===== config.mk =====
export PLATFORM = sky130hd
export DESIGN_NAME = maze_rom_arbiter
export DESIGN_NICKNAME = d
export VERILOG_FILES = /design/src/rtl/maze_rom_arbiter.sv
export SDC_FILE = /design/constraint.sdc
export NUM_CORES = 1
export LEC_CHECK = 0
export CORE_UTILIZATION = 30
export DETAILED_ROUTE_END_ITERATION = 16
export PLACE_DENSITY = 0.54
export SYNTH_ARGS = -nofsm -noshare
export SYNTH_HDL_FRONTEND = slang
export SYNTH_SLANG_ARGS = --single-unit

===== constraint.sdc =====
create_clock -name Clk -period 12.5 [get_ports Clk]
set_clock_uncertainty 0.1 [all_clocks]
set_input_delay 2.5 -clock Clk [delete_from_list [all_inputs] [get_ports Clk]]
set_output_delay 2.5 -clock Clk [all_outputs]
set_load 0.01 [all_outputs]

===== src/rtl/maze_rom_arbiter.sv =====
// maze_rom_arbiter: shares the maze ROM between video fetch and round-robin game wall checks; optional starvation flags under MAZE_ARB_STARVE_EN
module maze_rom_arbiter #(
  parameter int NUM_REQ  = 5,
  parameter int COLS     = 640,
  parameter int ROWS     = 480,
  parameter int ADDR_W   = 19,
  parameter int MAX_WAIT = 1023
) (
  input  logic                    Clk,
  input  logic                    Reset_n,
  input  logic                    vid_active,
  input  logic [9:0]              DrawX,
  input  logic [9:0]              DrawY,
  output logic                    vid_data,
  input  logic [NUM_REQ-1:0]      req,
  input  logic [10*NUM_REQ-1:0]   req_x,
  input  logic [10*NUM_REQ-1:0]   req_y,
  output logic [NUM_REQ-1:0]      gnt,
  output logic [NUM_REQ-1:0]      rsp_valid,
  output logic                    rsp_data,
  output logic [ADDR_W-1:0]       rom_addr,
  input  logic                    rom_data,
  output logic [NUM_REQ-1:0]      starve
);
  localparam int PW = NUM_REQ > 1 ? $clog2(NUM_REQ) : 1;
  typedef enum logic [1:0] {T_NONE, T_VID, T_REQ, T_OOR} tag_t;
  tag_t tag, tag_d;
  logic [PW-1:0] rr_ptr, sel, idx;
  logic found, oor;
  logic [9:0] rx [NUM_REQ];
  logic [9:0] ry [NUM_REQ];
  logic [ADDR_W-1:0] addr_q;
  logic vid_q, rsp_q;

  function automatic logic [ADDR_W-1:0] xy_addr(input logic [9:0] x, input logic [9:0] y);
    return ADDR_W'(y) * ADDR_W'(COLS) + ADDR_W'(x);
  endfunction

  for (genvar i = 0; i < NUM_REQ; i++) begin : g_unpack
    assign rx[i] = req_x[10*i +: 10];
    assign ry[i] = req_y[10*i +: 10];
  end

  // round-robin scan starting just after the last granted requester
  always_comb begin
    found = 1'b0;
    sel = rr_ptr;
    idx = rr_ptr;
    for (int k = 1; k <= NUM_REQ; k++) begin
      idx = PW'((int'(rr_ptr) + k) % NUM_REQ);
      if (!found && req[idx]) begin
        found = 1'b1;
        sel = idx;
      end
    end
  end

  // issue: video owns the ROM when visible, otherwise the selected requester
  always_comb begin
    oor = int'(rx[sel]) >= COLS || int'(ry[sel]) >= ROWS;
    gnt = (Reset_n && !vid_active && found) ? NUM_REQ'(1) << sel : '0;
    rom_addr = vid_active ? xy_addr(DrawX, DrawY) : (found && !oor) ? xy_addr(rx[sel], ry[sel]) : addr_q;
    tag_d = vid_active ? T_VID : !found ? T_NONE : oor ? T_OOR : T_REQ;
  end

  // return routing: ROM data lands the cycle after issue, steered by the registered tag
  always_comb begin
    vid_data = tag == T_VID ? rom_data : vid_q;
    rsp_data = tag == T_REQ ? rom_data : tag == T_OOR ? 1'b1 : rsp_q;
  end

  // issue tag, pointer, held address and held return data
  always_ff @(posedge Clk or negedge Reset_n) begin
    if (!Reset_n) begin
      tag <= T_NONE;
      rr_ptr <= PW'(NUM_REQ - 1);
      addr_q <= '0;
      rsp_valid <= '0;
      vid_q <= 1'b0;
      rsp_q <= 1'b0;
    end else begin
      tag <= tag_d;
      addr_q <= rom_addr;
      rsp_valid <= gnt;
      vid_q <= vid_data;
      rsp_q <= rsp_data;
      if (!vid_active && found) rr_ptr <= sel;
    end
  end

`ifdef MAZE_ARB_STARVE_EN
  logic [9:0] wait_cnt [NUM_REQ];

  // per-requester wait counters with sticky starvation flags
  always_ff @(posedge Clk or negedge Reset_n) begin
    if (!Reset_n) begin
      starve <= '0;
      for (int i = 0; i < NUM_REQ; i++) wait_cnt[i] <= '0;
    end else begin
      for (int i = 0; i < NUM_REQ; i++) begin
        if (gnt[i]) wait_cnt[i] <= '0;
        else if (req[i] && wait_cnt[i] != 10'(MAX_WAIT)) wait_cnt[i] <= wait_cnt[i] + 10'd1;
        if (req[i] && !gnt[i] && wait_cnt[i] == 10'(MAX_WAIT - 1)) starve[i] <= 1'b1;
      end
    end
  end
`else
  assign starve = {NUM_REQ{MAX_WAIT < 0}};
`endif
endmodule

Word-level counts from Yosys, hierarchy flattened --
Cells that the tools add are included.
Word-level totals: output and inout port bits 36, input bits 129, register bits 31, logic and storage cells 83
Cells by class: divide/modulo/power cells 5, $lt $le $gt $ge 8, muxes and demuxes 35, equality and inequality tests 3, multipliers 2, reductions and logical operators 15, bitwise operators 1, $add $sub $neg 7, shifts and indexed selects 1
Operators with widths (number):
- modulo 32 x 4 -> 32 bit, second input constant | 5
- binary-select mux 10 bit (select 3 bit) | 2
- two-way mux 10 bit | 4
- adder 19 x 10 -> 19 bit | 2
- two-way mux 19 bit | 2
- multiplier 10 x 3 -> 12 bit, second input constant | 2
- < comparator 3 x 4 -> 1 bit, second input constant | 5
- binary-select mux 1 bit (select 3 bit) | 5
- two-way mux 3 bit | 5
- two-way mux 1 bit | 14
- >= comparator 10 bit, second input constant | 1
- >= comparator 10 x 9 -> 1 bit, second input constant | 1
- adder 3 x 2 -> 4 bit, second input constant | 2
- adder 3 x 3 -> 4 bit, second input constant | 2
- logical AND 1 bit | 8
- logical NOT 1 bit | 6
- two-way mux 5 bit | 1
- left shift 1 x 3 -> 5 bit, first input constant | 1
- adder 3 x 1 -> 4 bit, second input constant | 1
- == test 2 bit, second input constant | 2
- >= comparator 4 bit, second input constant | 1
- two-way mux 2 bit | 2
- inverter 3 -> 4 bit | 1
- == test 2 x 1 -> 1 bit, second input constant | 1
- logical OR 1 bit | 1

Logic depth before layout (Yosys ltp) --
Gate-level depths: netlist (run 1).
depth after elaboration 27, depth in mapped cells 37, gate-level depth less buffers 34

Worst setup path before layout (run 1) --
Ideal clock, no wire load.
path kind input to output, from in req[1], to out rom_addr[18], required time 9.900 ns, setup slack 1.460 ns, path buffers 4, arrival time 8.440 ns, stages 26, cells stage by stage clkbuf_1 > a31o_2 > a2111oi_2 > o2111ai_1 > o31ai_4 > nand3_1 > o32a_2 > o21ai_4 > buf_6 > buf_2 > buf_1 > mux2i_1 > nand2_1 > a32o_1 > ha_1 > ha_1 > fa_1 > a21o_1 > a21oi_1 > o21bai_1 > a21oi_1 > xnor2_1 > nand3_1 > xnor2_1 > o41ai_1 > a2bb2oi_1
Between the ends: longest elaborated chain between the ends 25, elaborated cells on any way between the ends 44, classes of those cells 1 x add/sub; 1 x mul; 2 x order compare; 28 x mux; 1 x bitwise; 11 x reduce/logical
Ends and longest elaborated chain:
- from (decl) | line 15 | input logic [NUM_REQ-1:0] req,
- branches (longest 23 deep; another with binary-select mux 1 bit (select 3 bit))
- two-way mux 19 bit (*) (2 in series) | line 62 | rom_addr = vid_active ? xy_addr(DrawX, DrawY) : (found && !oor) ? xy_addr(rx[sel], ry[sel]) : addr_q;
- to (decl) | line 21 | output logic [ADDR_W-1:0] rom_addr,
Every way passes the cells marked *. The select of a mux whose other input is x is not followed.

Worst setup path in the final report (run 1) --
Ends and elaborated chain as after synthesis.

==> results of run 1 <==
## cells by family (layout without fill, tap and decap cells)
group	count (synthesis)	count (layout)	synth area share, %
AO/OA/AOI/OAI	233	233	30.9
XOR/XNOR	43	43	6.50
adder cells (fa/ha/maj)	63	63	13.6
buffers and inverters	96	246	7.42
flip-flops	31	31	12.9
multiplexers	45	45	8.64
other	1	5	0.0623
AND/OR/NAND/NOR	236	236	20.0
## final cells by class
type                       count  area share, %
timing repair buffer         196           23.2
clock buffer                   7           1.63
inverter                      42           1.94
clock inverter                 1         0.0617
multi-input combinational    625           59.5
sequential                    31           9.58
tap                          265           4.09
## stage by stage
stage / instance area, um2 / std cells / setup WS, ns / util, %
floorplan: 6040 / 752 / 1.46 / -
CTS: 8040 / 1161 / 0.219 / 41.0
detailed placement: 7900 / 1153 / 0.241 / 40.3
global route: 8110 / 1167 / 0.0404 / 41.4
global placement: 7900 / 1153 / 0.315 / 40.3
finish: 8110 / 1167 / 0.436 / 41.4
## worst register-to-register path, delay by kind of cell, from the launching register on
kind                     cells  cell delay (ns)
AO/OA/AOI/OAI               13             3.57
XOR/XNOR                     4             0.97
adder cells (fa/ha/maj)      5             1.35
buffers and inverters        2             0.29
flip-flops                   1             0.86
AND/OR/NAND/NOR              8             1.42
## flip-flops by register name, indices dropped and copies added (netlist names)
| register | flops |
|---|---|
| rr_ptr | 3 |
| vid_q | 1 |
| addr_q | 19 |
| tag | 2 |
| rsp_q | 1 |
| rsp_valid | 5 |
## routing by layer
layer | global-route usage, % | share of wire, %
met3 | 2.00 | 3.7
met2 | 33.3 | 47
met5 | 0 | 0
met4 | 3.81 | 1.5
met1 | 28.5 | 48
## worst min path at each step
stage               endpoint  slack [ns]  depth (start not counted)  startpoint
CTS                    vid_q        0.40                          1       vid_q
floorplan              rsp_q        0.41                          1      tag[1]
global placement       vid_q        0.38                          1       vid_q
global route           vid_q        0.41                          1       vid_q
detailed placement     vid_q        0.39                          1       vid_q
finish                 rsp_q        0.40                          1      tag[1]
## layout by cell type, fill, tap and decap left out, drive strengths merged, types with 15 or more instances in the layout
cell / instances
inv: 42
buf: 37
clkdlybuf4s50: 159
xnor2: 30
nand3: 25
ha: 59
mux2: 17
nor2: 55
nand2: 60
nor3: 15
o211ai: 18
a21oi: 49
dfrtp: 30
o221ai: 20
mux2i: 25
## repair_timing
action / in CTS / in global routing
setup buffers: 0 / 6
gates resized for setup: 0 / 3
setup endpoints to repair: 0 / 1
==> summary.md, run 1 <==
| Metric | Value |
|---|---|
| DRT iter0 DRCs | 446 |
| Critical path's slowest cell | clkdlybuf4s50_1 |
| Largest net degree at the start of global routing | 45 |
| N_diodes | 0 |
| Worst hold slack | 0.395 ns |
| Critical Path Source Type | input port |
| Layout cells sized above 1 | 10.2% |
| Worst-case clock buffer depth | 2 |
| Vias in the first global route | 6013 |
| CTS Sinks | 31 |
| Starting Density | 30.7% |
| Worst-Skew Late Latency | 0.28 ns |
| Post-Synthesis Cell Area | 0.00602 mm2 |
| Avg Synthesized Cell Area | 8.05 um2 |
| Period minus WS final | 12.06 ns |
| CP peak stage delay | 0.59 ns |
| Final TNS setup | 0 ns |
| Max-cap violation count | 0 |
| Hold WC Path Type | reg -> reg |
| Post-synthesis cell type with the largest combined area | dfrtp_1 |
| Worst setup endpoint | rom_addr[18] |
| Antenna violations before repair | 0 |
| Root buf cell | clkbuf_16 |
| Drt drc | 0 |
| Critical R2R Launch | rr_ptr[2] |
| Area Growth Syn to Fin | 34.7% |
| Sequential-to-total area share from yosys stat | 12.9% |
| Wire per inst | 18.1 um |
| Port bufs | 159 |
| Most frequent cells after synthesis | ha_1 (59), nand2_1 (59), nor2_1 (55) |
| Critical Path End Type | output port |
| TritonCTS clock tree | built |
| GRT Total Usage | 20.2% |
| Filler cells | 2051 |
| Synth Flop Type | dfrtp_1 |
| Final worst path period share | 96.5% |
| Critical path's top delay family | compound AO/OA/AOI/OAI gates |
| Arrival time at the worst endpoint | 9.46 ns |
| Largest cells by area after synthesis | dfrtp_1 (12%), ha_1 (12%), xnor2_1 (4.2%) |
| RSZ-0062 raised after global routing | no |
| Rows | 51 |
| Synth top area share | 12.5% |
| Reg2reg end | addr_q[18] |
| Count of final setup violators | 0 |
| Critical Path Start | req[1] |
| H-tree depth | 2 |
| Buf+Inv Stages, Crit Path | 4 |
| FF+latch count, synth | 31 |
| Library cells used by synthesis | 96 |
| Router iterations before antenna repair | 5 |
| CTS Hold Bufs | 0 |
| Post-synth EDFFs | 0 |
| RePlAce Congestion | 0.886 |
| CORE AREA | 0.0196 mm2 |
| Status | complete, no violations |
| Via Count | 6347 |
| Detail Placement HPWL | 17.1 mm |
| Fmax | 82.9 MHz |
| Synth warnings | 0 |
| Final WL | 21.2 mm |
| FF-to-FF setup slack | 3.83 ns |
| Post-route ant nets | 0 |
| Final nets | 1093 |
| Worst reg2reg path depth | 32 |
| Num CTS Buffers | 5 |
| IO Pins | 165 |
| Die Width | 144 um |
| Die area | 0.0206 mm2 |
| Async S/R FF share, synth | 100% |
| First-pass GRT wire length | 32.6 mm |
| Kind of critical path | in -> out |
| Clock transition at path regs | 0.05 ns |
| Slew Limit Fails | 0 |
| Grt ovf | 0 |
| Area of the multi-input gates | 0.00482 mm2 |
| Die Ht | 144 um |
| Slew headroom | 25.7% |
| DR vias/cell | 5.44 |
| Register area | 777 um2 |
| Worst Tran Pin Value | 1.10 ns |
| Worst EP required | 9.90 ns |
| Fin. Hold Viols | 0 |
| Post-Syn Instances | 748 |
| Crit-path max FO | 11 |
| Stages on worst setup path | 26 |
Power of run 1 is not shown: default switching activity piles up to over one toggle a cycle in this logic, so the estimate is an artifact.
==> run 2, diff against run 1 <==
- CORE_UTILIZATION: 30 -> 51
- PLACE_DENSITY: 0.54 -> 0.84
==> run 2 against run 1 <==
Via count is 4.7% higher. Sequential share of layout area is 0.24 points higher. Maximum frequency is 0.88% lower. Critical path type unchanged.
==> summary.md, run 2 (synthesis results as in run 1) <==
| Metric | Value |
|---|---|
| Status | complete, no violations |
| N_diodes | 0 |
| Slew headroom | 21.4% |
| Count of final setup violators | 0 |
| RSZ-0062 raised after global routing | no |
| Die Ht | 111 um |
| Kind of critical path | in -> out |
| Commonest non-fill, non-tap cells in the layout | clkdlybuf4s50_1 (159), ha_1 (59), nand2_1 (58), nor2_1 (54), a21oi_1 (47) |
| CTS Hold Bufs | 0 |
| Vias in the first global route | 6380 |
| FF-to-FF setup slack | 3.93 ns |
| Port bufs | 159 |
| Critical Path Source Type | input port |
| Final WL | 19.8 mm |
| Worst Tran Pin Value | 1.16 ns |
| Hold path cells | 1 |
| Final worst path period share | 97.4% |
| Worst EP required | 9.90 ns |
| Worst reg2reg path depth | 35 |
| CTS Sinks | 31 |
| Period minus WS final | 12.17 ns |
| Worst setup margin | 0.328 ns |
| Starting Density | 52.5% |
| First-pass GRT wire length | 32.4 mm |
| DRT iter0 DRCs | 689 |
| Hold WC Path Type | reg -> reg |
| Router iterations before antenna repair | 5 |
| Rows | 39 |
| DR vias/cell | 6.45 |
| Drt drc | 0 |
| Via Count | 6646 |
| Crit-path max FO | 8 |
| Commonest non-fill, non-tap cell in the layout | clkdlybuf4s50_1 |
| GRT Total Usage | 31.9% |
| Antenna violations before repair | 0 |
| Final TNS setup | 0 ns |
| TritonCTS clock tree | built |
| CORE AREA | 0.0115 mm2 |
| Worst-Skew Late Latency | 0.28 ns |
| Slew Limit Fails | 0 |
| Fmax | 82.2 MHz |
| IO Pins | 165 |
| Largest net degree at the start of global routing | 35 |
| Detail Placement HPWL | 15.5 mm |
| Final nets | 1079 |
| Wire per inst | 19.2 um |
| Clock transition at path regs | 0.06 ns |
| Worst hold slack | 0.384 ns |
| Num CTS Buffers | 5 |
| RePlAce Congestion | 0.918 |
| Die Width | 111 um |
| H-tree depth | 2 |
| Worst-case clock buffer depth | 2 |
| Post-route ant nets | 0 |
| Root buf cell | clkbuf_16 |
| Critical Path End Type | output port |
| Die area | 0.0122 mm2 |
| Layout cells sized above 1 | 9.68% |
| Biggest registers after layout | addr_q: 19 flops, rsp_valid: 5 flops, rr_ptr: 3 flops |
| Most flop-heavy register | addr_q |
| Dpl ws | 0.291 ns |
| Grt ovf | 0 |
| Max reg flops | 19 |
| Arrival time at the worst endpoint | 9.57 ns |
| Fin. Hold Viols | 0 |
| Max-cap violation count | 0 |
| Area Growth Syn to Fin | 31.4% |
## run 2: routing by layer
layer	vias up	global-route usage (%)	routed length, um
li1	3123	-	-
met1	3143	44.0	8850
met2	335	52.4	9030
met3	45	5.41	1580
met4	0	6.40	344
met5	-	0	0
## run 2: path summary, 6_finish.rpt
path	to	from
max in group asynchronous	rr_ptr[2]	Reset_n
hold / removal	rsp_q	tag[1]
setup reg to reg	addr_q[18]	rr_ptr[0]
hold reg to reg	rsp_q	tag[1]
min in group asynchronous	addr_q[0]	Reset_n
setup / recovery	rom_addr[18]	req[4]
## run 2: repair_timing
item | 4_1_cts | 5_1_grt
setup endpoints to repair | 0 | 4
buffers inserted | 0 | 2
gates resized for setup | 0 | 10
## run 2: critical path, cell delays in order
cell	delay, ns
clkdlybuf4s50_1	0.74
nand2_1	0.08
or4_1	0.47
a221oi_2	0.41
a311oi_1	0.17
and3_2	0.35
o2bb2ai_1	0.15
o211ai_1	0.76
nor2_2	0.22
a32o_1	0.30
ha_1	0.35
ha_1	0.30
a21o_1	0.16
a21oi_1	0.22
o21bai_1	0.09
a21oi_1	0.25
xnor2_1	0.23
inv_1	0.07
nor3_1	0.30
nand3_1	0.15
xnor2_1	0.15
o41ai_1	0.28
a2bb2oi_1	0.27
clkdlybuf4s50_1	0.58
## run 2: area by class of cell
type                            instances  area, um2
Multi-Input combinational cell        625       4850
Clock inverter                          1       7.51
Clock buffer                            7        153
Fill cell                             907       3550
Inverter                               42        158
Timing Repair Buffer                  182       1790
Sequential cell                        31        777
Tap cell                              143        179
## run 2: metrics by stage
stage	utilization, %	instances	area [um2]
2_1_floorplan	-	752	6040
3_3_place_gp	67.0	1021	7690
3_5_place_dp	67.0	1021	7690
4_1_cts	68.4	1029	7850
5_1_grt	69.0	1031	7910
6_report	69.0	1031	7910
Power of run 2 is left out for the same reason.
==> run 3, diff against run 2 <==
- CORE_UTILIZATION: 51 -> 46
- PLACE_DENSITY: 0.84 -> 0.8
- clock period: 12.5 -> 9.8 ns (I/O delays scaled with it)
==> run 3 against run 2 <==
Clock-buffer cell count down 1. Sequential share of layout area fell by 1.5 points. Register-to-register slack got worse by 1.6 ns. Sequential cell count unchanged. The run now ends with setup timing left.
==> summary.md, run 3 (synthesis results as in run 1) <==
| Metric | Value |
|---|---|
| H-tree depth | 2 |
| Gr busiest metal | met2 |
| Worst reg2reg path depth | 41 |
| Final worst path period share | 100% |
| Via Count | 7438 |
| Worst hold slack | 0.393 ns |
| Starting Density | 47.5% |
| Hold WC Path Type | reg -> reg |
| Worst EP required | 7.74 ns |
| Critical Path End Type | output port |
| Final nets | 1208 |
| Hold path startpoint | vid_q |
| IO Pins | 165 |
| GRT Total Usage | 30.5% |
| Num CTS Buffers | 5 |
| Slew headroom | 46.6% |
| Max reg flops | 19 |
| Layout cells sized above 1 | 26.0% |
| Global Route met3 Usage | 3.89% |
| Worst setup margin | -0.0310 ns |
| First-pass GRT wire length | 33.0 mm |
| Die Ht | 116 um |
| Worst-case clock buffer depth | 2 |
| M2 GR Usage | 50.0% |
| Wire per inst | 19.6 um |
| Period minus WS final | 9.83 ns |
| Worst Tran Pin Value | 0.799 ns |
| Worst-Skew Late Latency | 0.27 ns |
| Detail Placement HPWL | 16.5 mm |
| Die Width | 116 um |
| TritonCTS clock tree | built |
| Biggest registers after layout | addr_q: 19 flops, rsp_valid: 5 flops, rr_ptr: 3 flops |
| Kind of critical path | in -> out |
| Post-route ant nets | 0 |
| Rows | 41 |
| Reg2reg end | addr_q[17] |
| DR vias/cell | 6.26 |
| Status | complete, but fails checks |
| Area Growth Syn to Fin | 55.4% |
| Crit-path max FO | 8 |
| FF-to-FF setup slack | 2.34 ns |
| Port bufs | 159 |
| Antenna violations before repair | 0 |
| Final WL | 23.3 mm |
| Filler cells | 862 |
| Slew Limit Fails | 0 |
| Grt ovf | 0 |
| Critical Path Source Type | input port |
| Fin. Hold Viols | 0 |
| Vias in the first global route | 6720 |
| Area of the multi-input gates | 0.00522 mm2 |
| CORE AREA | 0.0127 mm2 |
| Clock transition at path regs | 0.05 ns |
| Arrival time at the worst endpoint | 7.77 ns |
| RePlAce Congestion | 0.955 |
| Max-cap violation count | 0 |
| Drt drc | 0 |
| Hold path cells | 1 |
| Commonest non-fill, non-tap cells in the layout | clkdlybuf4s50_1 (152), buf_4 (142), nand2_1 (57), nor2_1 (52), ha_1 (49) |
| Commonest non-fill, non-tap cell in the layout | clkdlybuf4s50_1 |
| Met1 GRT Util | 41.7% |
| Largest net degree at the start of global routing | 42 |
| Fmax | 102 MHz |
| Root buf cell | clkbuf_16 |
| Hold EP | vid_q |
| Die area | 0.0136 mm2 |
| N_diodes | 0 |
| CTS Sinks | 31 |
| Critical R2R Launch | rr_ptr[0] |
| Most flop-heavy register | addr_q |
| DRT iter0 DRCs | 857 |
| Count of final setup violators | 1 |
| Router iterations before antenna repair | 5 |
| Failing checks | setup timing |
| Register area | 778 um2 |
## run 3: cell types whose count changed in the layout (fill, tap and decap cells not counted), sizes merged
cell / previous run / this run
clkinv: 0 / 1
buf: 23 / 152
clkdlybuf4s50: 159 / 152
dlygate4sd2: 0 / 2
bufinv: 0 / 1
clkbuf: 7 / 9
clkinvlp: 1 / 0
dlymetal6s2s: 0 / 2
## run 3: how the worst max path moves through the flow
stage               from           end  depth (start not counted)  slack (ns)
6_report          req[4]  rom_addr[15]                         27       -0.03
5_1_grt        rr_ptr[0]  rom_addr[15]                         37       -0.21
4_1_cts           req[1]  rom_addr[15]                         28       -0.13
3_5_place_dp      req[1]  rom_addr[18]                         26       -0.62
3_3_place_gp      req[1]  rom_addr[18]                         27       -0.45
2_1_floorplan  rr_ptr[0]  rom_addr[18]                         35        0.05
## run 3: timing repair
item / 4_1_cts / 5_1_grt
hold buffers: 0 / 0
setup endpoints to repair: 6 / 9
endpoints found under the hold margin: 0 / 0
resized for setup: 16 / 73
buffers inserted: 1 / 15
pin swaps: 4 / 42
gates cloned: 0 / 2
## run 3: final cells by class
type	instances	area share [%]
Clock inverter	2	0.374
Tap cell	172	2.30
Sequential cell	31	8.32
Clock buffer	6	1.48
Timing Repair Buffer	311	30.1
Multi-Input combinational cell	625	55.7
Inverter	42	1.69
## run 3: worst max-delay path, cell delays in order
cell and delay [ns]:
clkdlybuf4s50_1 0.52, nand2_1 0.05, or4_1 0.45, a221oi_2 0.33, a311oi_1 0.11, buf_4 0.20
and3_2 0.27, o2111a_4 0.17, o21ai_4 0.15, buf_12 0.14, buf_12 0.10, clkbuf_16 0.15
mux2i_4 0.25, nand2_1 0.09, a32o_2 0.31, ha_4 0.18, ha_4 0.17, fa_2 0.36
buf_4 0.16, xor2_4 0.20, nand3_1 0.16, nor3b_2 0.26, buf_4 0.15, xor2_1 0.07
o41ai_2 0.28, o22ai_2 0.17, dlygate4sd2_1 0.34
## run 3: per-layer routing
metal,up-vias,wire [um]
met1,3516,9370
li1,3393,-
met5,-,0
met2,457,11400
met3,72,1830
met4,0,773
## run 3: per-stage QoR
step	worst slack (ns)	cell area (um2)	setup TNS (ns)	util, %	std cells
after floorplan	0.0486	6050	0	-	752
after global placement	-0.448	8580	-1.68	67.7	1163
after detailed placement	-0.624	8580	-2.10	67.7	1163
after CTS	-0.133	8800	-0.328	69.5	1172
after global routing	-0.213	9360	-0.920	73.8	1189
final	-0.0310	9360	-0.0310	73.8	1189
Power of run 3 is left out for the same reason.
